## src/rtl/srl_fifo_ctrl_pkg.sv

```systemverilog
// rtl/srl_fifo_ctrl_pkg.sv - shared constants for SRL-based DSP buffering
package srl_fifo_ctrl_pkg;

  localparam int SRL_ADDR_W = 5;
  localparam int SRL_DEPTH  = 2 ** SRL_ADDR_W;

  // Occupancy includes the output register, so it needs one bit beyond the address.
  function automatic int level_w(input int addr_w);
    return addr_w + 1;
  endfunction

endpackage

```

## src/rtl/srl_store_wx32.sv

```systemverilog
// rtl/srl_store_wx32.sv - W-bit wide, 32-deep addressable shift register
module srl_store_wx32
  import srl_fifo_ctrl_pkg::*;
#(
  parameter int W = 4
) (
  input  logic                  i_clk,
  input  logic [W-1:0]          i_d,
  input  logic [SRL_ADDR_W-1:0] i_a,
  input  logic                  i_ce,
  output logic [W-1:0]          o_q
);

  // One SRL32 per bit: new data enters at address 0, no reset on the contents.
  for (genvar b = 0; b < W; b++) begin : g_bit
    logic [SRL_DEPTH-1:0] r_srl;

    always_ff @(posedge i_clk) begin
      if (i_ce) begin
        r_srl <= {r_srl[SRL_DEPTH-2:0], i_d[b]};
      end
    end

    assign o_q[b] = r_srl[i_a];
  end

endmodule

```

## src/rtl/srl_fifo_ctrl.sv

```systemverilog
// rtl/srl_fifo_ctrl.sv - first-word-fall-through FIFO controller over an SRL32 store
module srl_fifo_ctrl
  import srl_fifo_ctrl_pkg::*;
#(
  parameter int W        = 4,
  parameter int ADDR_W   = SRL_ADDR_W,
  parameter int AF_LEVEL = 28
) (
  input  logic                       clk,
  input  logic                       rst,
  input  logic [W-1:0]               in_data,
  input  logic                       in_valid,
  output logic                       in_ready,
  output logic [W-1:0]               out_data,
  output logic                       out_valid,
  input  logic                       out_ready,
  output logic [level_w(ADDR_W)-1:0] level,
  output logic                       almost_full
);

  localparam int LW = level_w(ADDR_W);
  localparam logic [LW-1:0] DEPTH_C = LW'(2 ** ADDR_W);
  localparam logic [LW-1:0] AF_C    = LW'(AF_LEVEL);

  logic [LW-1:0]     r_count;
  logic [W-1:0]      r_out_data;
  logic              r_out_valid;
  logic [LW-1:0]     r_level;
  logic              r_almost_full;

  logic              w_push;
  logic              w_load;
  logic [ADDR_W-1:0] w_rd_addr;
  logic [W-1:0]      w_store_q;
  logic [LW-1:0]     w_count_nxt;
  logic              w_out_valid_nxt;
  logic [LW-1:0]     w_level_nxt;

  assign in_ready  = !rst && (r_count != DEPTH_C);
  assign w_push    = in_valid && in_ready;
  assign w_load    = (r_count != '0) && (!r_out_valid || out_ready);
  // At count == DEPTH the low bits wrap to 0, so the decrement lands on 31 as needed.
  assign w_rd_addr = (r_count != '0) ? (r_count[ADDR_W-1:0] - ADDR_W'(1)) : '0;

  srl_store_wx32 #(
    .W (W)
  ) u_store (
    .i_clk (clk),
    .i_d   (in_data),
    .i_a   (w_rd_addr),
    .i_ce  (w_push),
    .o_q   (w_store_q)
  );

  always_comb begin
    w_count_nxt     = r_count;
    w_out_valid_nxt = r_out_valid;
    if (w_push && !w_load) begin
      w_count_nxt = r_count + LW'(1);
    end else if (w_load && !w_push) begin
      w_count_nxt = r_count - LW'(1);
    end
    if (w_load) begin
      w_out_valid_nxt = 1'b1;
    end else if (r_out_valid && out_ready) begin
      w_out_valid_nxt = 1'b0;
    end
    if (rst) begin
      w_count_nxt     = '0;
      w_out_valid_nxt = 1'b0;
    end
    w_level_nxt = w_count_nxt + LW'(w_out_valid_nxt);
  end

  always_ff @(posedge clk) begin
    if (rst) begin
      r_count       <= '0;
      r_out_data    <= '0;
      r_out_valid   <= 1'b0;
      r_level       <= '0;
      r_almost_full <= 1'b0;
    end else begin
      r_count       <= w_count_nxt;
      r_out_valid   <= w_out_valid_nxt;
      r_level       <= w_level_nxt;
      r_almost_full <= (w_level_nxt >= AF_C);
      if (w_load) begin
        r_out_data <= w_store_q;
      end
    end
  end

  assign out_data    = r_out_data;
  assign out_valid   = r_out_valid;
  assign level       = r_level;
  assign almost_full = r_almost_full;

endmodule

```

## config.mk

```make
export PLATFORM = sky130hd
export DESIGN_NAME = srl_fifo_ctrl
export DESIGN_NICKNAME = d
export VERILOG_FILES = /design/src/rtl/srl_fifo_ctrl_pkg.sv /design/src/rtl/srl_store_wx32.sv /design/src/rtl/srl_fifo_ctrl.sv
export SDC_FILE = /design/constraint.sdc
export NUM_CORES = 1
export LEC_CHECK = 0
export CORE_MARGIN = 1.5
export CORE_UTILIZATION = 45
export CTS_CLUSTER_DIAMETER = 50
export DETAILED_ROUTE_END_ITERATION = 12
export GPL_TIMING_DRIVEN = 0
export PLACE_DENSITY_LB_ADDON = 0.05
export SETUP_SLACK_MARGIN = 0.05
export SYNTH_ARGS = -nofsm -noshare
export SYNTH_HDL_FRONTEND = slang
export SYNTH_SLANG_ARGS = --single-unit
```

## constraint.sdc

```tcl
create_clock -name clk -period 18.5 [get_ports clk]
set_input_delay 5.55 -clock clk [delete_from_list [all_inputs] [get_ports clk]]
set_output_delay 5.55 -clock clk [all_outputs]
set_load 0.01 [all_outputs]
```

# Yosys cells after proc, flatten, opt, wreduce, memory -nomap -nowiden

Index checks and enable logic that the tools add are counted.

Add/sub/neg operators: 4
Order comparisons: 2
Equality and inequality tests: 1
Multiplexer cells: 15
Reduce and logical (&&, ||, !) cells: 12

Operator list:

| kind                                                       | count |
|---|---|
| binary-select mux 1 bit (select 5 bit)                     | 4 |
| two-way mux 6 bit                                          | 3 |
| two-way mux 1 bit                                          | 7 |
| adder 6 x 1 -> 6 bit                                       | 1 |
| adder 6 x 1 -> 6 bit, second input constant                | 1 |
| >= comparator 6 x 5 -> 1 bit, second input constant        | 1 |
| logical AND 1 bit                                          | 6 |
| less-than comparator 5 x 6 -> 1 bit, second input constant | 1 |
| inequality test 6 bit, second input constant               | 1 |
| nonzero test 6 bit                                         | 1 |
| subtractor 6 x 1 -> 6 bit, second input constant           | 1 |
| two-way mux 5 bit                                          | 1 |
| subtractor 5 x 1 -> 5 bit, second input constant           | 1 |
| zero test 1 bit                                            | 4 |
| logical OR 1 bit                                           | 1 |

Bits in registers: 146
Bits of input ports: 8
Output and inout bits: 13
Word-level logic and storage cells: 43

# Depth between registers and ports, before layout

Depth in word-level cells: 10
Mapped depth: 15

# By module

A second synthesis with hierarchy kept.

Cell total of the unflattened synthesis: 298
Area, all modules: 5,915.7 um^2

Modules (own cells, without submodules):

| module         | times used | cells an instance | area each (um^2) | seq. area each (um^2) |
|---|---|---|---|---|
| srl_store_wx32 | 1          | 181               | 4,847.1          | 3,843.7 |
| srl_fifo_ctrl  | 1          | 117               | 1,068.5          | 360.3 |

# Worst setup path after synthesis

No wires, ideal clock.

Kind: input to register
From: input port rst
To: register r_almost_full, in the netlist almost_full
Setup time: 122 ps
Data arrival time: 13,509 ps
Data required time: 18,378 ps
Slack: 4,869 ps
Stages: 7
Path buffers: 0
Path through: nand2b_1 -> a21oi_1 -> mux2i_1 -> xor2_1 -> nor2b_1 -> o221a_1 -> a221o_1

Cells in the longest elaborated chain, start to end: 10
Elaborated cells between the ends (all ways): 12

Ends and longest elaborated chain:

| element                          | line                 | text |
|---|---|---|
| start: declaration               | srl_fifo_ctrl.sv:10  | `input logic rst,` |
| zero test 1 bit (*)              | srl_fifo_ctrl.sv:39  | `assign in_ready = !rst && (r_count != DEPTH_C);` |
| logical AND 1 bit (*)            | srl_fifo_ctrl.sv:39  |  |
| logical AND 1 bit (*)            | srl_fifo_ctrl.sv:40  | `assign w_push = in_valid && in_ready;` |
| via u_store.i_ce                 | srl_store_wx32.sv:10 | `input logic i_ce,` |
| zero test 1 bit                  | srl_fifo_ctrl.sv:60  | `end else if (w_load && !w_push) begin` |
| logical AND 1 bit                | srl_fifo_ctrl.sv:60  |  |
| two-way mux 6 bit                | srl_fifo_ctrl.sv:60  |  |
| two-way mux 6 bit (*)            | srl_fifo_ctrl.sv:58  | `if (w_push && !w_load) begin` |
| two-way mux 6 bit (*)            | srl_fifo_ctrl.sv:68  | `if (rst) begin` |
| adder 6 x 1 -> 6 bit (*)         | srl_fifo_ctrl.sv:72  | `w_level_nxt = w_count_nxt + LW'(w_out_valid_nxt);` |
| >= comparator 6 x 5 -> 1 bit (*) | srl_fifo_ctrl.sv:86  | `r_almost_full <= (w_level_nxt >= AF_C);` |
| end signal: assignment           | srl_fifo_ctrl.sv:86  |  |
| end: declaration                 | srl_fifo_ctrl.sv:29  | `logic r_almost_full;` |

Mark *: on every way through the listed nets, which the timed path passes. The rest lies on a longest branch.
A chain may end at the register's enable or synchronous reset.

# Worst setup path in the final report

From: input port rst
To: output port in_ready

Cells in the longest elaborated chain, start to end: 2

Ends and longest elaborated chain:

| element           | line                | text |
|---|---|---|
| zero test 1 bit   | srl_fifo_ctrl.sv:39 |  |
| logical AND 1 bit | srl_fifo_ctrl.sv:39 |  |
| end: declaration  | srl_fifo_ctrl.sv:13 | `output logic in_ready,` |

Every way passes these cells.

==> results.md <==
- Status: complete, no violations
- Clock transition at path regs: 0.06 ns
- Buffers on Ports: 20
- Die X: roughly 120 um
- Max-cap violations: 0
- Syn avg cell area: roughly 14 sq um
- PD cells: between 150 and 200 mW/mm^2
- Number of synthesized flops with an enable pin: 128
- Number of synthesis warnings: 0
- LEAKAGE: approximately 2.5 nW
- RSZ-0062 raised after global routing: false
- Clk Latency, worst-skew pair: ~0.42 ns
- Antenna diodes: 0
- Ys async rst share: 0%
- CP Max Fanout: 10
- Synth top area cells: edfxtp_1 62%, dfxtp_1 5.8%, mux2i_1 4.0%
- 1st-iter DRT viols: 511
- Largest area contributor in the netlist: edfxtp_1
- Main flop type after synthesis: edfxtp_1
- Post-synth top cells: 128 x edfxtp_1, 39 x nand2_1, 36 x nor2_1, 25 x mux2i_1, 23 x o21ai_0
- Worst Tran Pin Value: 1.34 ns
- Library cell with the highest instance count after synthesis: edfxtp_1
- Core area: 0.0134 sq mm
- CTS Buffer Depth: 2
- Antenna viol nets, final: 0
- Slew HR: between 10% and 20%
- H-tree depth: 4
- Tcrit/Tclk final: between 70 and 80%
- Share of layout cells above drive strength 1: 11.7%
- Switching power share of the total: between 40% and 50%
- Req. time, crit path: between 10 and 15 ns
- Initial antenna violation count: 0
- Routability cong.: approximately 0.79
- DRC viols: 0
- Hold-fix buffers, CTS: 0
- Post-synth net total: between 400 and 500
- Arrival time at the worst endpoint: 7.79 ns
- Cell area after synthesis: 0.00623 sq mm
- Vias post-DR: about 4100
- Routed len/inst: approximately 22 um
- Post-CTS Setup Bufs: 0
- Vias in the first global route: between 4000 and 5000
- Pins over their slew limit: 0
- Psw: about 0.60 mW
- Finish-stage setup viols: 0
- Kind of critical path: in -> out
- First-pass GRT wire length: 23500 um
- Final hold vios: 0
- Die Area: roughly 0.015 sq mm
- Post-route cell area: ~0.0073 sq mm
- Mapped Cells: between 400 and 500
- Total grt overflow: 0
- Pin count of the biggest net entering global routing: 32
- Flop pwr share: 29.3%
- Area grow syn2layout: 18.0%
- 1st-pass router iterations: 5
- Sequential fraction of the synthesis area: between 60% and 70%
- Post-DP HPWL: around 9900 um
- Post-Place Cells: roughly 660
- Type of the tightest min-delay check: reg -> reg
- Rows: 42
- Post-Route Setup TNS: 0 ns
- Combinational share of power: between 40% and 50%
- Netlist cell types: 59
- Routed WL: 15100 um
- Finished Layout Cells: between 600 and 700
- Share of the synthesized area in the top cell type: between 60% and 70%
- Placed Area: 0.00674 sq mm
- Total Routing Usage GR: between 20 and 25%
- Setup crit start kind: input port
- PostCTS Resize Cnt: 0
- Number of clock sinks: 146
- Cell-internal power: around 0.84 mW
- Boundary pin count: 21
- CTS tree: done
- Fill cells: approximately 1200
- Clock power share: around 25%
- Die height: between 100 and 150 um
- Initial Util: approximately 46%
- Count of state elements after synthesis: approximately 150
- Root buf cell: clkbuf_16
- TritonCTS Buffers: 17
- Max VDD drop: about 0.09 mV
- Vias per inst: 5.95
- Fin Clk Skew: about 0.0062 ns
- CP endpoint kind: output pin
- Final Net Count: 511
- Fin crit period: roughly 13 ns
- Fmax: 75.0 MHz
[per-stage QoR]
step	utilization [%]	setup WS, ns	power [mW]	hold WS, ns
2_1_floorplan	-	4.87	0.858	0.418
3_3_place_gp	49.6	1.46	1.08	0.424
3_5_place_dp	50.3	5.13	1.08	0.431
4_1_cts	54.8	5.13	1.44	0.445
5_1_grt	54.8	5.03	1.52	0.455
6_report	54.8	5.16	1.44	0.445
[cell type report]
type	count	area [sq um]	area share (%)
buffer	27	125	1.70
inverter	6	22.5	0.306
tap	176	220	3.00
clock buffer	18	429	5.84
multi-input combinational	276	1890	25.7
sequential	146	4200	57.2
clock inverter	14	180	2.45
timing repair buffer	24	280	3.81
[worst paths after layout]
path / start / to / slack (ns) / cells after the start
max reg2reg: r_count[0]$_SDFF_PP0_ / out_data[1]$_SDFFE_PP0N_ / 13.55 / 12
min reg2reg: u_store.g_bit[1].r_srl[11]$_DFFE_PP_ / u_store.g_bit[1].r_srl[12]$_DFFE_PP_ / 0.45 / 0
max: rst / in_ready / 5.16 / 5
min: u_store.g_bit[1].r_srl[11]$_DFFE_PP_ / u_store.g_bit[1].r_srl[12]$_DFFE_PP_ / 0.45 / 0
[routing by layer]
layer / vias to the layer above / part of all wire, % / GRT usage (%)
li1: 1841 / - / -
met1: 2075 / 46 / 31.6
met2: 147 / 46 / 33.6
met3: 27 / 6.4 / 4.76
met4: 0 / 2.3 / 9.19
met5: - / 0 / 0
[cell families after synthesis]
| logic type | share of synthesized area (%) |
|---|---|
| AOI/OAI and AO/OA | 11.2 |
| xor gates and xnor gates | 1.27 |
| adders and majority gates | 1.00 |
| buffers and inverters | 2.37 |
| DFF | 67.5 |
| muxes | 6.73 |
| and+or+nand+nor | 9.94 |
[layout by cell type, fill, tap and decap left out, drive strengths merged, types with 6 or more instances in the layout]
| cell type | Yosys | routed |
|---|---|---|
| dfxtp | 18 | 18 |
| clkdlybuf4s50 | 0 | 20 |
| a221oi | 6 | 6 |
| inv | 5 | 8 |
| a21oi | 23 | 23 |
| clkinv | 1 | 8 |
| nor2b | 10 | 10 |
| edfxtp | 128 | 128 |
| xnor2 | 6 | 6 |
| nor3 | 10 | 10 |
| nor2 | 36 | 36 |
| clkbuf | 20 | 38 |
| nand3 | 9 | 9 |
| buf | 7 | 11 |
| nand2 | 39 | 39 |
| mux2i | 25 | 25 |
| o21ai | 24 | 24 |
[worst max-delay path: stages]
cell and delay, ns:
clkdlybuf4s50_1 0.62, clkbuf_1 0.52, clkbuf_1 0.50, a21oi_1 0.09, clkdlybuf4s50_1 0.50
[power by group through the flow]
stage | clock network (mW) | registers [mW] | logic (mW)
finish | 0.353 | 0.422 | 0.668
detailed placement | 0 | 0.429 | 0.654
floorplan | 0 | 0.434 | 0.424
global route | 0.372 | 0.426 | 0.721
global placement | 0 | 0.437 | 0.643
CTS | 0.359 | 0.422 | 0.659
[flip-flops by register name, indices dropped and copies added, names as in the netlist]
| register | flops |
|---|---|
| almost_full | 1 |
| level | 6 |
| out_data | 4 |
| out_valid | 1 |
| r_count | 6 |
| u_store.g_bit.r_srl | 128 |
No activity file was read; power rests on OpenSTA's default activity.
